==> config.mk <==
export PLATFORM = sky130hd
export DESIGN_NAME = ff_tx_pkt_gen
export DESIGN_NICKNAME = d
export VERILOG_FILES = /design/src/rtl/ff_pkt_pkg.sv /design/src/rtl/ff_pkt_word_fmt.sv /design/src/rtl/ff_tx_pkt_gen.sv
export SDC_FILE = /design/constraint.sdc
export NUM_CORES = 1
export LEC_CHECK = 0
export ABC_AREA = 1
export BUFFER_PORTS_ARGS = -buffer_cell sky130_fd_sc_hd__buf_2
export CAP_MARGIN = 20
export CORE_MARGIN = 5
export CORE_UTILIZATION = 46
export DETAILED_ROUTE_END_ITERATION = 12
export PLACE_DENSITY = 0.7
export RECOVER_POWER = 50
export SYNTH_ARGS = -nofsm -noshare
export SYNTH_HDL_FRONTEND = slang
export SYNTH_HIERARCHICAL = 1
export SYNTH_SLANG_ARGS = --single-unit
==> constraint.sdc <==
create_clock -name Clk_user -period 4.28 [get_ports Clk_user]
set_input_delay 0.214 -clock Clk_user [delete_from_list [all_inputs] [get_ports Clk_user]]
set_output_delay 0.214 -clock Clk_user [all_outputs]
set_load 0.01 [all_outputs]
==> src/rtl/ff_pkt_pkg.sv <==
// Shared types and sizing helpers for the ff_tx frame generator.
// Frame length limits, FSM states and word-count/mod arithmetic.
package ff_pkt_pkg;

  localparam logic [15:0] MIN_LEN     = 16'd60;
  localparam logic [15:0] MAX_LEN     = 16'd1514;
  localparam logic [15:0] ETH_HDR_LEN = 16'd14;

  typedef enum logic [2:0] {
    IDLE,
    LOAD,
    DATA,
    GAP,
    DONE
  } state_t;

  typedef struct packed {
    logic [8:0] words;
    logic [1:0] mod;
  } wsz_t;

  function automatic logic [15:0] clamp_len(input logic [15:0] l);
    if (l < MIN_LEN) return MIN_LEN;
    if (l > MAX_LEN) return MAX_LEN;
    return l;
  endfunction

  // mod counts the empty tail bytes of the last word
  function automatic wsz_t frame_size(input logic [15:0] len);
    wsz_t s;
    s.words = 9'((len + 16'd3) >> 2);
    s.mod   = 2'd0 - len[1:0];
    return s;
  endfunction

endpackage

==> src/rtl/ff_pkt_word_fmt.sv <==
// Combinational frame word assembler: big-endian bytes at byte_idx..+3.
// Header is DA, SA, length/type; payload is an incrementing byte ramp.
module ff_pkt_word_fmt
  import ff_pkt_pkg::*;
(
  input  logic [15:0] byte_idx,
  input  logic [15:0] len,
  input  logic [47:0] da,
  input  logic [47:0] sa,
  output logic [31:0] word
);

  function automatic logic [7:0] byte_at(
    input logic [15:0] k,
    input logic [15:0] l,
    input logic [47:0] d,
    input logic [47:0] s
  );
    logic [47:0] sh;
    logic [15:0] ofs;
    logic [15:0] tlen;
    logic [7:0]  b;
    tlen = l - ETH_HDR_LEN;
    b    = 8'h00;
    if (k >= l) begin
      b = 8'h00;
    end else if (k < 16'd6) begin
      sh = d << {k[2:0], 3'b000};
      b  = sh[47:40];
    end else if (k < 16'd12) begin
      ofs = k - 16'd6;
      sh  = s << {ofs[2:0], 3'b000};
      b   = sh[47:40];
    end else if (k == 16'd12) begin
      b = tlen[15:8];
    end else if (k == 16'd13) begin
      b = tlen[7:0];
    end else begin
      ofs = k - ETH_HDR_LEN;
      b   = ofs[7:0];
    end
    return b;
  endfunction

  assign word = {
    byte_at(byte_idx,         len, da, sa),
    byte_at(byte_idx + 16'd1, len, da, sa),
    byte_at(byte_idx + 16'd2, len, da, sa),
    byte_at(byte_idx + 16'd3, len, da, sa)
  };

endmodule

==> src/rtl/ff_tx_pkt_gen.sv <==
// Deterministic Ethernet frame source for the MAC ff_tx_* FIFO port.
// Optional error injection on eop via FF_TX_ERR_INJ_EN.
module ff_tx_pkt_gen
  import ff_pkt_pkg::*;
#(
  parameter logic [47:0] DA         = 48'h0010A47BEA80,
  parameter logic [47:0] SA         = 48'h001234567833,
  parameter int          IFG_CYCLES = 8
) (
  input  logic        Clk_user,
  input  logic        Reset,
  input  logic        Start,
  input  logic [15:0] Pkt_len,
  input  logic [15:0] Pkt_num,
  output logic        Busy,
  output logic        Done,
  output logic [15:0] Pkt_cnt,
  input  logic        ff_tx_rdy,
  output logic [31:0] ff_tx_data,
  output logic [1:0]  ff_tx_mod,
  output logic        ff_tx_sop,
  output logic        ff_tx_eop,
  output logic        ff_tx_wren,
`ifdef FF_TX_ERR_INJ_EN
  input  logic [7:0]  Err_every,
`endif
  output logic        ff_tx_err
);

  localparam logic [7:0] GAP_END = 8'(IFG_CYCLES - 1);
  localparam bit         NO_GAP  = (IFG_CYCLES == 0);

  state_t      state, nxt;
  logic [15:0] len_q, num_q, bidx;
  logic [8:0]  idx;
  logic [7:0]  gap_cnt;
  logic [31:0] word;
  wsz_t        sz;
  logic        xfer, last, pkt_last;

  assign sz       = frame_size(len_q);
  assign last     = (idx == sz.words - 9'd1);
  assign xfer     = ff_tx_wren && ff_tx_rdy;
  assign pkt_last = ((Pkt_cnt + 16'd1) == num_q);

  always_ff @(posedge Clk_user or posedge Reset) begin
    if (Reset) state <= IDLE;
    else       state <= nxt;
  end

  always_comb begin
    nxt = state;
    unique case (state)
      IDLE: if (Start) nxt = LOAD;
      LOAD: nxt = (num_q == 16'd0) ? DONE : DATA;
      DATA: begin
        if (xfer && last) begin
          if (pkt_last)    nxt = DONE;
          else if (NO_GAP) nxt = DATA;
          else             nxt = GAP;
        end
      end
      GAP:  if (gap_cnt == GAP_END) nxt = DATA;
      DONE: nxt = IDLE;
      default: nxt = IDLE;
    endcase
  end

  always_ff @(posedge Clk_user or posedge Reset) begin
    if (Reset) begin
      len_q   <= '0;
      num_q   <= '0;
      Pkt_cnt <= '0;
      idx     <= '0;
      bidx    <= '0;
      gap_cnt <= '0;
    end else begin
      if (state == IDLE && Start) begin
        len_q   <= clamp_len(Pkt_len);
        num_q   <= Pkt_num;
        Pkt_cnt <= '0;
      end
      if (state == LOAD) begin
        idx  <= '0;
        bidx <= '0;
      end else if (xfer) begin
        if (last) begin
          idx     <= '0;
          bidx    <= '0;
          Pkt_cnt <= Pkt_cnt + 16'd1;
        end else begin
          idx  <= idx + 9'd1;
          bidx <= bidx + 16'd4;
        end
      end
      gap_cnt <= (state == GAP) ? gap_cnt + 8'd1 : 8'd0;
    end
  end

  ff_pkt_word_fmt u_fmt (
    .byte_idx (bidx),
    .len      (len_q),
    .da       (DA),
    .sa       (SA),
    .word     (word)
  );

  assign Busy       = (state == LOAD) || (state == DATA) || (state == GAP);
  assign Done       = (state == DONE);
  assign ff_tx_wren = (state == DATA);
  assign ff_tx_sop  = ff_tx_wren && (idx == 9'd0);
  assign ff_tx_eop  = ff_tx_wren && last;
  assign ff_tx_mod  = ff_tx_eop ? sz.mod : 2'd0;
  assign ff_tx_data = ff_tx_wren ? word : 32'd0;

`ifdef FF_TX_ERR_INJ_EN
  logic [7:0] err_cnt;
  logic       hit;

  // err_cnt is the 0-based frame index modulo Err_every
  assign hit = (Err_every != 8'd0) && ((err_cnt + 8'd1) == Err_every);

  always_ff @(posedge Clk_user or posedge Reset) begin
    if (Reset) begin
      err_cnt <= '0;
    end else if (state == LOAD) begin
      err_cnt <= '0;
    end else if (xfer && last) begin
      err_cnt <= hit ? 8'd0 : err_cnt + 8'd1;
    end
  end

  assign ff_tx_err = ff_tx_eop && hit;
`else
  assign ff_tx_err = 1'b0;
`endif

endmodule

==> summary.txt <==
Run
  – Max Cap Viol: 1

Drt
  – 1st-iter DRT viols: 1,711
  – DRC Markers: 0
  – Vias per cell: 5.365
  – Wirelength, routed: 48,150 µm
  – WL per Instance: 16.35 µm
  – Antenna-violating nets left: 0
  – Via count: roughly 16,000
  – Initial DRT Pass Iterations: 7

Place
  – Port Buffers: 90
  – Hpwl dp: 38,350 µm
  – GP Congestion: around 1.0

Layout
  – Share of post-route cells with drive strength above 1: 0.07891
  – Area Overhead vs Synth: 13.00%
  – Commonest non-fill, non-tap cell in the layout: nand2_1
  – Ant. Diodes: 0
  – Nets@finish: 2,674
  – Commonest cells after routing, fill and taps aside: nand2_1 (677), inv_1 (295), nor2_1 (249)

Floorplanning
  – Core area: approximately 29,000 µm²
  – Initial Util: 0.4652
  – Row Count: a little over 60
  – Die Ht: 180.4 µm
  – IO Pins: 92
  – Die Area: 32,540 µm²
  – Die Wd: around 180 µm

Power and ir drop
  – Lkg Pwr: 8.002 nW
  – Flop pwr share: 0.152
  – Pwr per Cell Area: 501.1 nW/µm²
  – Cell Int Power: between 3 and 4 mW
  – Gate power share: 0.746
  – Switching pwr: ~4.4 mW
  – VDD IR-drop max: around 370 µV
  – Clk pwr share: 0.102
  – Sw Ratio: 0.5816

Setup path
  – Worst flop-to-flop path startpoint: state[0]$_DFFE_PP0P_
  – Critical Path RT: 4.07 ns
  – Arrival time at the worst endpoint: 3.63 ns
  – Crit Path Max Fanout: 16
  – Setup crit start: bidx[2]$_DFFE_PP0P_
  – Setup crit end kind: output pin
  – Kind of critical path: flip-flop to output pin
  – Critical Path Source Type: flip-flop

Clock tree
  – Max Buffers Root-to-Sink: 2
  – Clock latency at the later pin of the worst-skew pair: 0.35 ns
  – H-tree Lvls: 3
  – Reg clk slew, reported paths: about 0.070 ns
  – Num CTS Buffers: 9
  – Clock sink count: 82
  – CTS tree: done
  – CTS Root Cell: clkbuf_16
  – Post-CTS resize count: 0

Logic synthesis
  – Syn avg cell area: 5.741 µm²
  – Number of distinct library cells after synthesis: 56
  – #FFs+latches synth: 82
  – Seq/Total Area, Yosys: 0.1537
  – Synthesized cell area: 13,350 µm²
  – Total number of yosys warnings: 6
  – Syn Inst Count: 2,326

STA
  – Finish-stage setup viols: 0
  – Pins Over Slew Limit: 46
  – Max_slew headroom: -0.7449
  – Setup TNS Final: 0 ns
  – Min Tclk post-route: between 3 and 4 ns
  – Worst Tran Pin Value: 2.617 ns
  – RSZ-0062 raised after global routing: no
  – Period Utilization, post-route: 0.8972
  – Fin Clk Skew: 0.009662 ns
  – Peak Freq: 260.4 MHz
  – Min Hold Slack: 0.07012 ns
  – Hold Fails Final Rpt: 0

GRT
  – Total grt overflow: 0
  – Largest net degree at the start of global routing: 143
  – Gr usage total: 0.2839
  – Initial antenna violation count: 0
  – First-pass GRT wire length: 75,930 µm
  – Number of global-route vias before repair: approximately 14,000

Worst hold path
  – HP Start: Pkt_num[8]
  – HP Class: input port to flip-flop

Status
  – Failing checks: capacitance limit, slew limit
  – Status: finished with violations
==> cells by family (layout without fill, tap and decap cells) <==
group                    Yosys count  count (layout)  share of synthesized area
multiplexers                      29              29                    0.02174
flip-flops                        82              82                     0.1537
XOR/XNOR                          67              67                    0.04713
AO/OA/AOI/OAI                    391             391                     0.1643
other                              2             178                  0.0005624
adder cells (fa/ha/maj)           83              83                    0.07777
AND/OR/NAND/NOR                 1287            1287                     0.4221
buffers and inverters            385             443                     0.1127
==> layout make-up <==
class	instances	area, µm²
fill	3074	13610
multi-input combinational	2035	10460
sequential	82	2052
inverter	313	1176
timing repair buffer	114	624.3
tap	384	480.5
clock buffer	9	225.2
clock inverter	7	71.32
==> repair_timing <==
| item | CTS | global route |
|---|---|---|
| buffers inserted | 0 | 0 |
| hold endpoints to repair | 0 | 9 |
| hold buffers | 0 | 1 |
==> critical path, cell delays in order (launching register included) <==
cell      delay [ns]
dfrtp_1         0.42
ha_1            0.65
inv_1           0.43
ha_1            0.41
nand2_1         0.08
o21ai_0         0.11
nand2_1         0.07
o211ai_1        0.08
nand2_1         0.07
nand2_1         0.04
a31oi_1         0.27
inv_1           0.21
a21oi_1         0.16
inv_1           0.05
nor2_1          0.09
buf_2           0.13
==> synth_stat cells, drive strengths merged <==
cell	instances	share of area
a211oi	3	0.0017
a21oi	93	0.035
a221oi	4	0.0026
a22o	1	0.00066
a22oi	6	0.0034
a31oi	13	0.0061
a32oi	6	0.0039
and2	1	0.00066
and3	2	0.00094
buf	23	0.011
clkbuf	49	0.014
clkinv	6	0.0017
conb	2	0.00056
dfrtp	82	0.15
ha	83	0.078
inv	307	0.086
mux2i	29	0.022
nand2	694	0.20
nand2b	1	0.00047
nand3	191	0.074
nand3b	6	0.0034
nand4	61	0.030
nor2	278	0.092
nor3	34	0.013
nor4	4	0.0019
o211ai	27	0.015
o21a	1	0.00056
o21ai	212	0.081
o21bai	4	0.0022
o221a	1	0.00084
o221ai	6	0.0039
o22ai	11	0.0052
o311ai	1	0.00066
o32ai	1	0.00066
o41ai	1	0.00066
or2	15	0.0070
xnor2	7	0.0046
xnor3	2	0.0034
xor2	58	0.039
==> power by group through the flow <==
stage          clock (mW)  sequential, mW  combinational [mW]
4_1_cts             0.787            1.14                5.35
5_1_grt             0.826            1.17                6.24
2_1_floorplan           0            1.10                3.90
3_5_place_dp            0            1.16                5.32
3_3_place_gp            0            1.15                5.30
6_report            0.774            1.15                5.64
==> per-stage QoR <==
step / power [mW] / utilization / std cells / worst slack (ns) / cell area, µm²
3_5_place_dp: 6.477 / 0.5148 / 2925 / 0.8453 / 14780
3_3_place_gp: 6.450 / 0.5148 / 2925 / 0.8040 / 14780
5_1_grt: 8.232 / 0.5257 / 2944 / 0.1812 / 15090
6_report: 7.560 / 0.5257 / 2944 / 0.4399 / 15090
2_1_floorplan: 4.999 / - / 2502 / 1.406 / 14010
4_1_cts: 7.276 / 0.5251 / 2941 / 0.4177 / 15070
==> path summary, 6_finish.rpt <==
| kind | to | depth (start not counted) | slack [ns] |
|---|---|---|---|
| hold / removal | num_q[8]$_DFFE_PP0P_ | 3 | 0.07 |
| hold reg to reg | gap_cnt[0]$_DFF_PP0_ | 1 | 0.46 |
| setup / recovery | ff_tx_data[10] | 15 | 0.44 |
| setup reg to reg | num_q[6]$_DFFE_PP0P_ | 6 | 0.53 |
| min in group asynchronous | len_q[0]$_DFFE_PP0P_ | 3 | 0.39 |
| max in group asynchronous | len_q[13]$_DFFE_PP0P_ | 5 | 1.06 |
==> routing by layer <==
layer,vias up,global-route usage,share of wire
met1,7136,0.4034,0.45
met4,0,0.07955,0.027
met2,675,0.4605,0.45
li1,7893,-,-
met5,-,0,0
met3,91,0.02826,0.080
==> sequential cells by signal (all words and copies together), names as in the netlist <==
signal / flops
Pkt_cnt: 16
idx: 9
gap_cnt: 8
len_q: 16
bidx: 14
num_q: 16
state: 3
Power figures use the tool's default switching activity.
